--- config.mk ---
export PLATFORM = sky130hd
export DESIGN_NAME = fp_sqrt_unpack
export DESIGN_NICKNAME = d
export VERILOG_FILES = /design/src/rtl/fp_sqrt_unpack_pkg.sv /design/src/rtl/fp_special_detect.sv /design/src/rtl/fp_sqrt_unpack.sv
export SDC_FILE = /design/constraint.sdc
export NUM_CORES = 1
export LEC_CHECK = 0
export CAP_MARGIN = 5
export CORE_ASPECT_RATIO = 1.2
export CORE_MARGIN = 4
export CORE_UTILIZATION = 28
export CTS_CLUSTER_DIAMETER = 80
export CTS_CLUSTER_SIZE = 40
export DETAILED_ROUTE_END_ITERATION = 7
export PLACE_DENSITY = 0.52
export SLEW_MARGIN = 20
export SYNTH_ARGS = -nofsm -noshare
export SYNTH_HDL_FRONTEND = slang
export SYNTH_SLANG_ARGS = --single-unit
--- constraint.sdc ---
create_clock -name clk -period 2.92 [get_ports clk]
set_input_delay 0.438 -clock clk [delete_from_list [all_inputs] [get_ports clk]]
set_output_delay 0.438 -clock clk [all_outputs]
set_load 0.01 [all_outputs]
--- src/rtl/fp_sqrt_unpack_pkg.sv ---
// Shared single-precision FPU constants, FSM state type and field-unpack helper
// for the square-root operand path.
package fp_sqrt_unpack_pkg;

  localparam logic [31:0] QNAN   = 32'h7FC0_0000;
  localparam logic [31:0] PINF   = 32'h7F80_0000;
  localparam int          BIAS   = 127;
  localparam int          EXP_W  = 8;
  localparam int          FRAC_W = 23;

  typedef enum logic [1:0] {
    IDLE,
    NORM,
    OUT
  } state_t;

  typedef struct packed {
    logic              sign;
    logic [EXP_W-1:0]  exp;
    logic [FRAC_W-1:0] frac;
  } fp32_t;

  typedef struct packed {
    logic nan;
    logic inf;
    logic zero;
    logic denorm;
    logic normal;
    logic sign;
  } fp_class_t;

  function automatic fp32_t unpack_fp32(input logic [31:0] f);
    return fp32_t'(f);
  endfunction

endpackage

--- src/rtl/fp_special_detect.sv ---
// Combinational classification of a single-precision operand into
// nan / inf / zero / denormal / normal plus its sign.
module fp_special_detect
  import fp_sqrt_unpack_pkg::*;
(
  input  logic [31:0] in_float,
  output fp_class_t   cls
);

  fp32_t f;
  logic  exp_max;
  logic  exp_zero;
  logic  frac_nz;

  assign f        = unpack_fp32(in_float);
  assign exp_max  = &f.exp;
  assign exp_zero = ~|f.exp;
  assign frac_nz  = |f.frac;

  always_comb begin
    cls        = '0;
    cls.nan    = exp_max & frac_nz;
    cls.inf    = exp_max & ~frac_nz;
    cls.zero   = exp_zero & ~frac_nz;
    cls.denorm = exp_zero & frac_nz;
    cls.normal = ~exp_max & ~exp_zero;
    cls.sign   = f.sign;
  end

endmodule

--- src/rtl/fp_sqrt_unpack.sv ---
// Operand stage for FP sqrt: resolves special cases, normalises denormals one bit
// per cycle, and emits an integer radicand plus biased result exponent.
module fp_sqrt_unpack
  import fp_sqrt_unpack_pkg::*;
#(
  parameter int RAD_W = 48
) (
  input  logic             clk,
  input  logic             rst,
  input  logic             in_valid,
  output logic             in_ready,
  input  logic [31:0]      in_float,
  output logic             out_valid,
  input  logic             out_ready,
  output logic [RAD_W-1:0] radicand,
  output logic [7:0]       res_exp,
  output logic             special,
  output logic [31:0]      special_val
);

  localparam int PAD = RAD_W - 48;

  state_t             state;
  state_t             state_nxt;
  logic [23:0]        mant;
  logic signed [9:0]  e;
  logic [23:0]        mant_sh;
  logic signed [9:0]  e_sh;
  logic signed [9:0]  e_unb;
  fp32_t              op;
  fp_class_t          cls;
  logic               accept;
  logic               is_special;
  logic [31:0]        spec_val;

  fp_special_detect u_detect (
    .in_float (in_float),
    .cls      (cls)
  );

  // An odd exponent folds its extra factor of two into the radicand so the
  // halved exponent stays integral; the radicand root then has bit 23 set.
  function automatic logic [RAD_W-1:0] form_radicand(input logic [23:0] m,
                                                     input logic signed [9:0] ex);
    logic [RAD_W-1:0] r;
    r = {{(RAD_W-24){1'b0}}, m};
    r = ex[0] ? (r << 24) : (r << 23);
    return r << PAD;
  endfunction

  function automatic logic [7:0] form_exp(input logic signed [9:0] ex);
    logic signed [9:0] h;
    h = (ex >>> 1) + 10'(BIAS);
    return h[7:0];
  endfunction

  assign op         = unpack_fp32(in_float);
  assign e_unb      = $signed({2'b00, op.exp}) - 10'(BIAS);
  assign mant_sh    = mant << 1;
  assign e_sh       = e - 10'sd1;
  assign accept     = in_valid && in_ready;
  assign is_special = cls.nan | cls.inf | cls.zero | (cls.sign & ~cls.zero);
  assign in_ready   = (state == IDLE);
  assign out_valid  = (state == OUT);

  always_comb begin
    spec_val = {op.sign, 31'b0};
    if (cls.nan)                     spec_val = QNAN;
    else if (cls.sign && !cls.zero)  spec_val = QNAN;
    else if (cls.inf)                spec_val = PINF;
  end

  always_comb begin
    state_nxt = state;
    case (state)
      IDLE: if (accept) state_nxt = (is_special || cls.normal) ? OUT : NORM;
      NORM: if (mant_sh[23]) state_nxt = OUT;
      OUT:  if (out_ready) state_nxt = IDLE;
      default: state_nxt = IDLE;
    endcase
  end

  always_ff @(posedge clk or posedge rst) begin
    if (rst) state <= IDLE;
    else     state <= state_nxt;
  end

  always_ff @(posedge clk or posedge rst) begin
    if (rst) begin
      mant        <= '0;
      e           <= '0;
      radicand    <= '0;
      res_exp     <= '0;
      special     <= 1'b0;
      special_val <= '0;
    end else begin
      case (state)
        IDLE: begin
          if (accept) begin
            if (is_special) begin
              mant        <= '0;
              e           <= '0;
              radicand    <= '0;
              res_exp     <= '0;
              special     <= 1'b1;
              special_val <= spec_val;
            end else if (cls.normal) begin
              mant        <= {1'b1, op.frac};
              e           <= e_unb;
              radicand    <= form_radicand({1'b1, op.frac}, e_unb);
              res_exp     <= form_exp(e_unb);
              special     <= 1'b0;
              special_val <= '0;
            end else begin
              mant        <= {1'b0, op.frac};
              e           <= -10'sd126;
              special     <= 1'b0;
              special_val <= '0;
            end
          end
        end
        NORM: begin
          mant <= mant_sh;
          e    <= e_sh;
          // Result is formed from the shifted value in the same cycle it normalises.
          if (mant_sh[23]) begin
            radicand <= form_radicand(mant_sh, e_sh);
            res_exp  <= form_exp(e_sh);
          end
        end
        default: ;
      endcase
    end
  end

endmodule
Word level (Yosys, flattened, before mapping)
Index checks and enable logic that the tools add are counted.
{"block": "op_classes", "n_addsub": 4, "n_eq_ne": 6, "muxes": 29, "n_bitwise": 11, "reduce_logical": 14}
{"cell": "48-bit two-way mux", "count": 6}
{"cell": "32-bit two-way mux", "count": 4}
{"cell": "48-bit case mux with 2 select lines", "count": 1}
{"cell": "23-bit two-way mux", "count": 2}
{"cell": "23-bit case mux with 2 select lines", "count": 1}
{"cell": "8-bit two-way mux", "count": 4}
{"cell": "10-bit two-way mux", "count": 3}
{"cell": "23-bit OR reduction", "count": 1}
{"cell": "10-bit case mux with 2 select lines", "count": 1}
{"cell": "8-bit adder (second input constant)", "count": 2}
{"cell": "8-bit case mux with 2 select lines", "count": 1}
{"cell": "10-bit by 2-bit subtractor with 10-bit output (second input constant)", "count": 1}
{"cell": "8-bit by 7-bit subtractor with 9-bit output (second input constant)", "count": 1}
{"cell": "2-bit two-way mux", "count": 4}
{"cell": "8-bit AND reduction", "count": 1}
{"cell": "8-bit OR reduction", "count": 1}
{"cell": "2-bit case mux with 3 select lines", "count": 1}
{"cell": "1-bit AND", "count": 5}
{"cell": "2-bit by 1-bit inequality test with 1-bit output (second input constant)", "count": 2}
{"cell": "2-bit AND reduction", "count": 2}
{"cell": "4-bit AND reduction", "count": 1}
{"cell": "3-bit by 1-bit inequality test with 1-bit output (second input constant)", "count": 1}
{"cell": "1-bit inverter", "count": 3}
{"cell": "1-bit bitwise OR", "count": 3}
{"cell": "10 further kinds", "count": 12}
{"block": "word_totals", "reg_bits": 124, "in_bits": 36, "output_inout_bits": 91, "wordCells": 71}

Logic depth before layout (Yosys ltp)
{"block": "depth", "ltp_word": 10, "depth_mapped": 13, "depth_no_buf": 10}

By module
From an unflattened synthesis, not the netlist that was laid out.
{"block": "unflattened", "hier_cells": 576, "hier_area_um2": 5094.9}
{"mod": "fp_sqrt_unpack", "n_inst": 1, "cells_each": 554, "area_each_um2": 4946.0, "seq_area_each_um2": 1776.7}
{"mod": "fp_special_detect", "n_inst": 1, "cells_each": 22, "area_each_um2": 148.9, "seq_area_each_um2": 0.0}

Worst setup path before layout
Ideal clock, no wire load.
{"block": "synth_path", "kind": "flip-flop to flip-flop", "from": "reg e[0]", "to": "reg res_exp[4]", "setup_ns": 0.121, "arrival_ns": 2.491, "t_required_ns": 2.799, "path_slack_ns": 0.308, "path_stages_with_launch": 14, "n_path_buf": 3, "period_less_slack_ns": 2.612, "cell_sequence": "dfrtp_1 buf_2 buf_4 buf_1 inv_1 ha_1 xnor2_1 ha_1 nand2b_1 a22oi_1 o21ai_0 xnor2_1 a22oi_1 o21ai_1"}
{"block": "synth_between", "elab_chain_cells": 4}
{"item": "start: declaration", "line": "fp_sqrt_unpack.sv:26", "text": "logic signed [9:0] e;"}
{"item": "start signal: assignment", "line": "fp_sqrt_unpack.sv:109", "text": "e <= e_unb;"}
{"item": "start signal: assignment", "line": "fp_sqrt_unpack.sv:116", "text": "e <= -10'sd126;"}
{"item": "start signal: assignment", "line": "fp_sqrt_unpack.sv:124", "text": "e <= e_sh;"}
{"item": "10-bit by 2-bit subtractor with 10-bit output", "line": "fp_sqrt_unpack.sv:60", "text": "assign e_sh = e - 10'sd1;"}
{"item": "8-bit adder", "line": "fp_sqrt_unpack.sv:53", "text": "h = (ex >>> 1) + 10'(BIAS);"}
{"item": "8-bit two-way mux", "line": "fp_sqrt_unpack.sv:126", "text": "if (mant_sh[23]) begin"}
{"item": "8-bit case mux with 2 select lines", "line": "fp_sqrt_unpack.sv:97", "text": "case (state)"}
{"item": "end signal: assignment", "line": "fp_sqrt_unpack.sv:111", "text": "res_exp <= form_exp(e_unb);"}
{"item": "end signal: assignment", "line": "fp_sqrt_unpack.sv:128", "text": "res_exp <= form_exp(e_sh);"}
{"item": "end: declaration", "line": "fp_sqrt_unpack.sv:16", "text": "output logic [7:0] res_exp,"}
No other way between the ends. The select of a mux whose other input is x is not followed.
A chain may end at the register's enable or synchronous reset.

Worst setup path after layout
{"block": "layout_path", "from": "in in_float[7]", "to": "reg mant[10]"}
{"block": "layout_between", "elab_chain_cells": 9, "elab_cells_between_ends": 13, "cone_classes": "3 x mux; 9 x bitwise; 1 x reduce/logical"}
{"item": "start: declaration", "line": "fp_sqrt_unpack.sv:12", "text": "input logic [31:0] in_float,"}
{"item": "23-bit OR reduction *", "line": "fp_special_detect.sv:18", "text": "assign frac_nz = |f.frac;"}
{"item": "1-bit inverter", "line": "fp_special_detect.sv:23, fp_special_detect.sv:24"}
{"item": "1-bit AND (on tied branches)", "line": "fp_special_detect.sv:23, fp_special_detect.sv:24"}
{"item": "1-bit bitwise OR or 1-bit inverter (tied branches)", "line": "fp_sqrt_unpack.sv:62", "text": "assign is_special = cls.nan | cls.inf | cls.zero | (cls.sign & ~cls.zero);"}
{"item": "1-bit bitwise OR or 1-bit AND (tied branches)", "line": "fp_sqrt_unpack.sv:62"}
{"item": "1-bit bitwise OR *", "line": "fp_sqrt_unpack.sv:62"}
{"item": "23-bit two-way mux *", "line": "fp_sqrt_unpack.sv:100", "text": "if (is_special) begin"}
{"item": "23-bit two-way mux *", "line": "fp_sqrt_unpack.sv:99", "text": "if (accept) begin"}
{"item": "23-bit case mux with 2 select lines *", "line": "fp_sqrt_unpack.sv:97"}
{"item": "end signal: assignment", "line": "fp_sqrt_unpack.sv:108", "text": "mant <= {1'b1, op.frac};"}
{"item": "end signal: assignment", "line": "fp_sqrt_unpack.sv:115", "text": "mant <= {1'b0, op.frac};"}
{"item": "end signal: assignment", "line": "fp_sqrt_unpack.sv:123", "text": "mant <= mant_sh;"}
{"item": "end: declaration", "line": "fp_sqrt_unpack.sv:25", "text": "logic [23:0] mant;"}
Every way passes the cells marked *; elsewhere a longest branch is shown, timed or not. The select of a mux whose other input is x is not followed.

==> results.json <==
{
  "outcome": "finished, final reports clean",
  "worstSkewPairLatency_ps": 340,
  "cap_violations": 0,
  "grt_pass1_wl_um": 24700,
  "max_stage_delay_ps": 490,
  "cp_max_fo": 11,
  "holdBufCountCts": 0,
  "synth_warnings": 0,
  "grt_pass1_vias": 4591,
  "cts_tree": "yes",
  "drtPass1Iterations": 5,
  "core_um2": 18200,
  "reg2reg_slack_ps": 550,
  "vias": 4373,
  "fmaxAchievable_mhz": 398,
  "clock_skew_ps": 7.04,
  "vdd_drop_max_mv": 0.203,
  "clock_sinks": 71,
  "grt_usage_pct": 14.8,
  "antenna_left": 0,
  "antenna_found_initial": 0,
  "dieArea_um2": 20900,
  "drcViolationCount": 0,
  "worstHoldPathType": "in2async",
  "rsz0062_at_grt": "no",
  "cp_data_required_time_ps": 3140,
  "cts_resized": 0,
  "drt_iter0_markers": 232,
  "rows": 54,
  "grt_start_max_net_pins": 51,
  "drive_above_1_share_pct": 16.2,
  "ys_seq_area_share_pct": 34.0,
  "powerDensity_nw_per_um2": 591,
  "cts_buffers": 9,
  "place.gp.congestion": 0.823,
  "start_util_pct": 28.7,
  "startpoint": "in_float[7]",
  "netlist_instances": 553,
  "finalSetupViolations": 0,
  "crit_arrival_ps": 2730,
  "antenna_cells": 0,
  "ios": 127,
  "async_reset_ff_share_pct": 100,
  "tightest_slew_ps": 720,
  "nNetsFinal": 685,
  "cp_cell_sequence": "clkdlybuf4s50_1 -> nor4_1 -> nand4_1 -> buf_4 -> nor2_4 -> nor3_4 -> buf_6 -> buf_6 -> a221oi_2 -> nor2_1",
  "viasPerCell": 5.01,
  "routed_wl_um": 15300,
  "grt_overflow": 0,
  "cts_max_level": 3,
  "hold_viol_final": 0,
  "syn2layout_area_growth_pct": 24.7,
  "crit_top_cell": "buf_6",
  "critPathLaunchType": "input port",
  "clkSlewWorstSetupHoldPaths_ps": 50,
  "synth-edff-count": 0,
  "avgSynthCellArea_um2": 9.46,
  "die_h_um": 158,
  "leakagePower_nw": 2.86,
  "die_w_um": 133,
  "synth_flop_cell": "dfrtp_1",
  "criticalPathCategory": "in2reg",
  "ys_seq_elements": 71,
  "critPathTopFamily": "simple AND/OR/NAND/NOR gates",
  "crit_slowest_cell": "nor4_1",
  "drv_slew": 0,
  "total_power_mw": 3.85,
  "place.detailed.hpwl_um": 11400,
  "worst_slew_margin_rel_pct": 52.0,
  "io_buffers": 81,
  "root_buffer": "clkbuf_16",
  "finalCritPeriodShare_pct": 86.0,
  "avgRoutedWirePerCell_um": 17.5,
  "syn_area_um2": 5230,
  "clk_path_buf_depth": 2,
  "cts_setup_buffers": 0,
  "fillCellCount": 1901,
  "worstSetupEndpointType": "register",
  "synth_cell_types": 76,
  "r2r-start": "e[0]",
  "cp.buffers_inverters": 4,
  "final.setup.tns_ps": 0,
  "fin_crit_ps": 2510
}
-- synthesized netlist by cell type, types with 2 or more instances --
master    instances  area share (%)
buf_2             5            0.48
mux2i_1          43             8.2
a21oi_1          10            0.96
and3_1            2            0.24
ha_1              5             1.2
inv_1            18             1.3
a32oi_1           3            0.50
buf_1             4            0.29
buf_4            56             8.0
nor3b_1           2            0.29
nor3_1            5            0.48
nand3_1           6            0.57
nor2b_1           2            0.24
o21ai_0          13             1.2
nor3_2            2            0.38
nor4_1            6            0.72
o22a_1           25             4.2
a222oi_1          7             1.3
a211oi_1          2            0.29
a221oi_2         15             4.3
a31oi_1           3            0.36
o31ai_1           5            0.72
nor2_1           47             3.4
nand2b_1          5            0.60
a22oi_1           7             1.0
xor2_1           11             1.8
clkbuf_1         20             1.4
o21ai_1          33             3.2
xnor2_1          12             2.0
nand2_1          46             3.3
a21o_1            2            0.29
dfrtp_1          71              34
nor4b_1           2            0.34
nor4_4            2            0.81
nand3b_1          3            0.43
a22o_1            2            0.34
nand4_1           2            0.24
buf_6            11             2.4
-- where the power goes --
part | internal, mW | switching, mW | total, mW | leakage [nW]
Sequential | 1.20 | 0.227 | 1.42 | 0.893
Combinational | 0.700 | 0.678 | 1.38 | 1.83
Clock | 0.641 | 0.411 | 1.05 | 0.136
Total | 2.54 | 1.32 | 3.85 | 2.86
-- final timing paths --
check,endpoint,cells past startpoint
min,radicand[31],2
max reg2reg,res_exp[4],10
min reg2reg,radicand[30],2
max in group asynchronous,special_val[31],3
min in group clk,radicand[30],2
max,mant[10],10
-- layer usage --
layer  global-route usage [%]  vias up  wire, um
met3                     2.86       25       800
met1                     18.3     2147      6500
li1                         -     2084         -
met2                     25.4      117      7660
met5                        0        -         0
met4                     6.19        0       317
-- cells by family (layout without fill, tap and decap cells) --
family                   count (synthesis)  after routing  synth area share, %
XOR/XNOR                                23             23                 3.85
AND/OR/NAND/NOR                        149            149                 16.2
adder cells (fa/ha/maj)                  5              5                 1.20
buffers and inverters                  114            165                 13.9
AO/OA/AOI/OAI                          145            145                 22.1
multiplexers                            45             45                 8.73
other                                    1             45               0.0717
flip-flops                              71             71                 34.0
-- cells in the final DEF, fill, tap and decap left out, drive strengths merged, types with 3 or more instances in the layout --
cell type / instances
a211oi: 3
a21oi: 11
a221oi: 15
a222oi: 7
a22oi: 7
a31oi: 3
a32oi: 3
and3: 3
buf: 51
clkbuf: 15
clkdlybuf4s50: 81
conb: 45
dfrtp: 71
ha: 5
inv: 18
mux2i: 43
nand2: 47
nand2b: 6
nand3: 6
nand3b: 4
nor2: 48
nor3: 8
nor3b: 3
nor4: 8
nor4b: 3
o21ai: 47
o22a: 25
o31ai: 5
xnor2: 12
xor2: 11
-- state kept, by name, indices dropped and copies added, names as in the netlist --
register / count
radicand: 25
state: 2
res_exp: 8
special_val: 3
mant: 23
e: 9
special: 1
-- area by class of cell --
cell class | instances | area [um^2] | share of cell area [%]
flip-flops and latches | 71 | 1780 | 27.2
clock buffers | 15 | 278 | 4.26
multi-input cells | 412 | 2890 | 44.4
repair buffers | 132 | 1230 | 18.8
inverters | 18 | 67.6 | 1.04
well taps | 224 | 280 | 4.30
-- metrics by stage --
step                std cells  util [%]  cell area (um^2)  setup WS [ps]  hold WS (ps)
finish                    872      35.7              6520            408           456
global route              872      35.7              6520            264           491
CTS                       872      35.7              6520            436           463
detailed placement        857      34.2              6240           86.2           480
global placement          855      34.1              6220           -182           478
floorplan                 597         -              5390            308           476
Power figures use the tool's default switching activity.
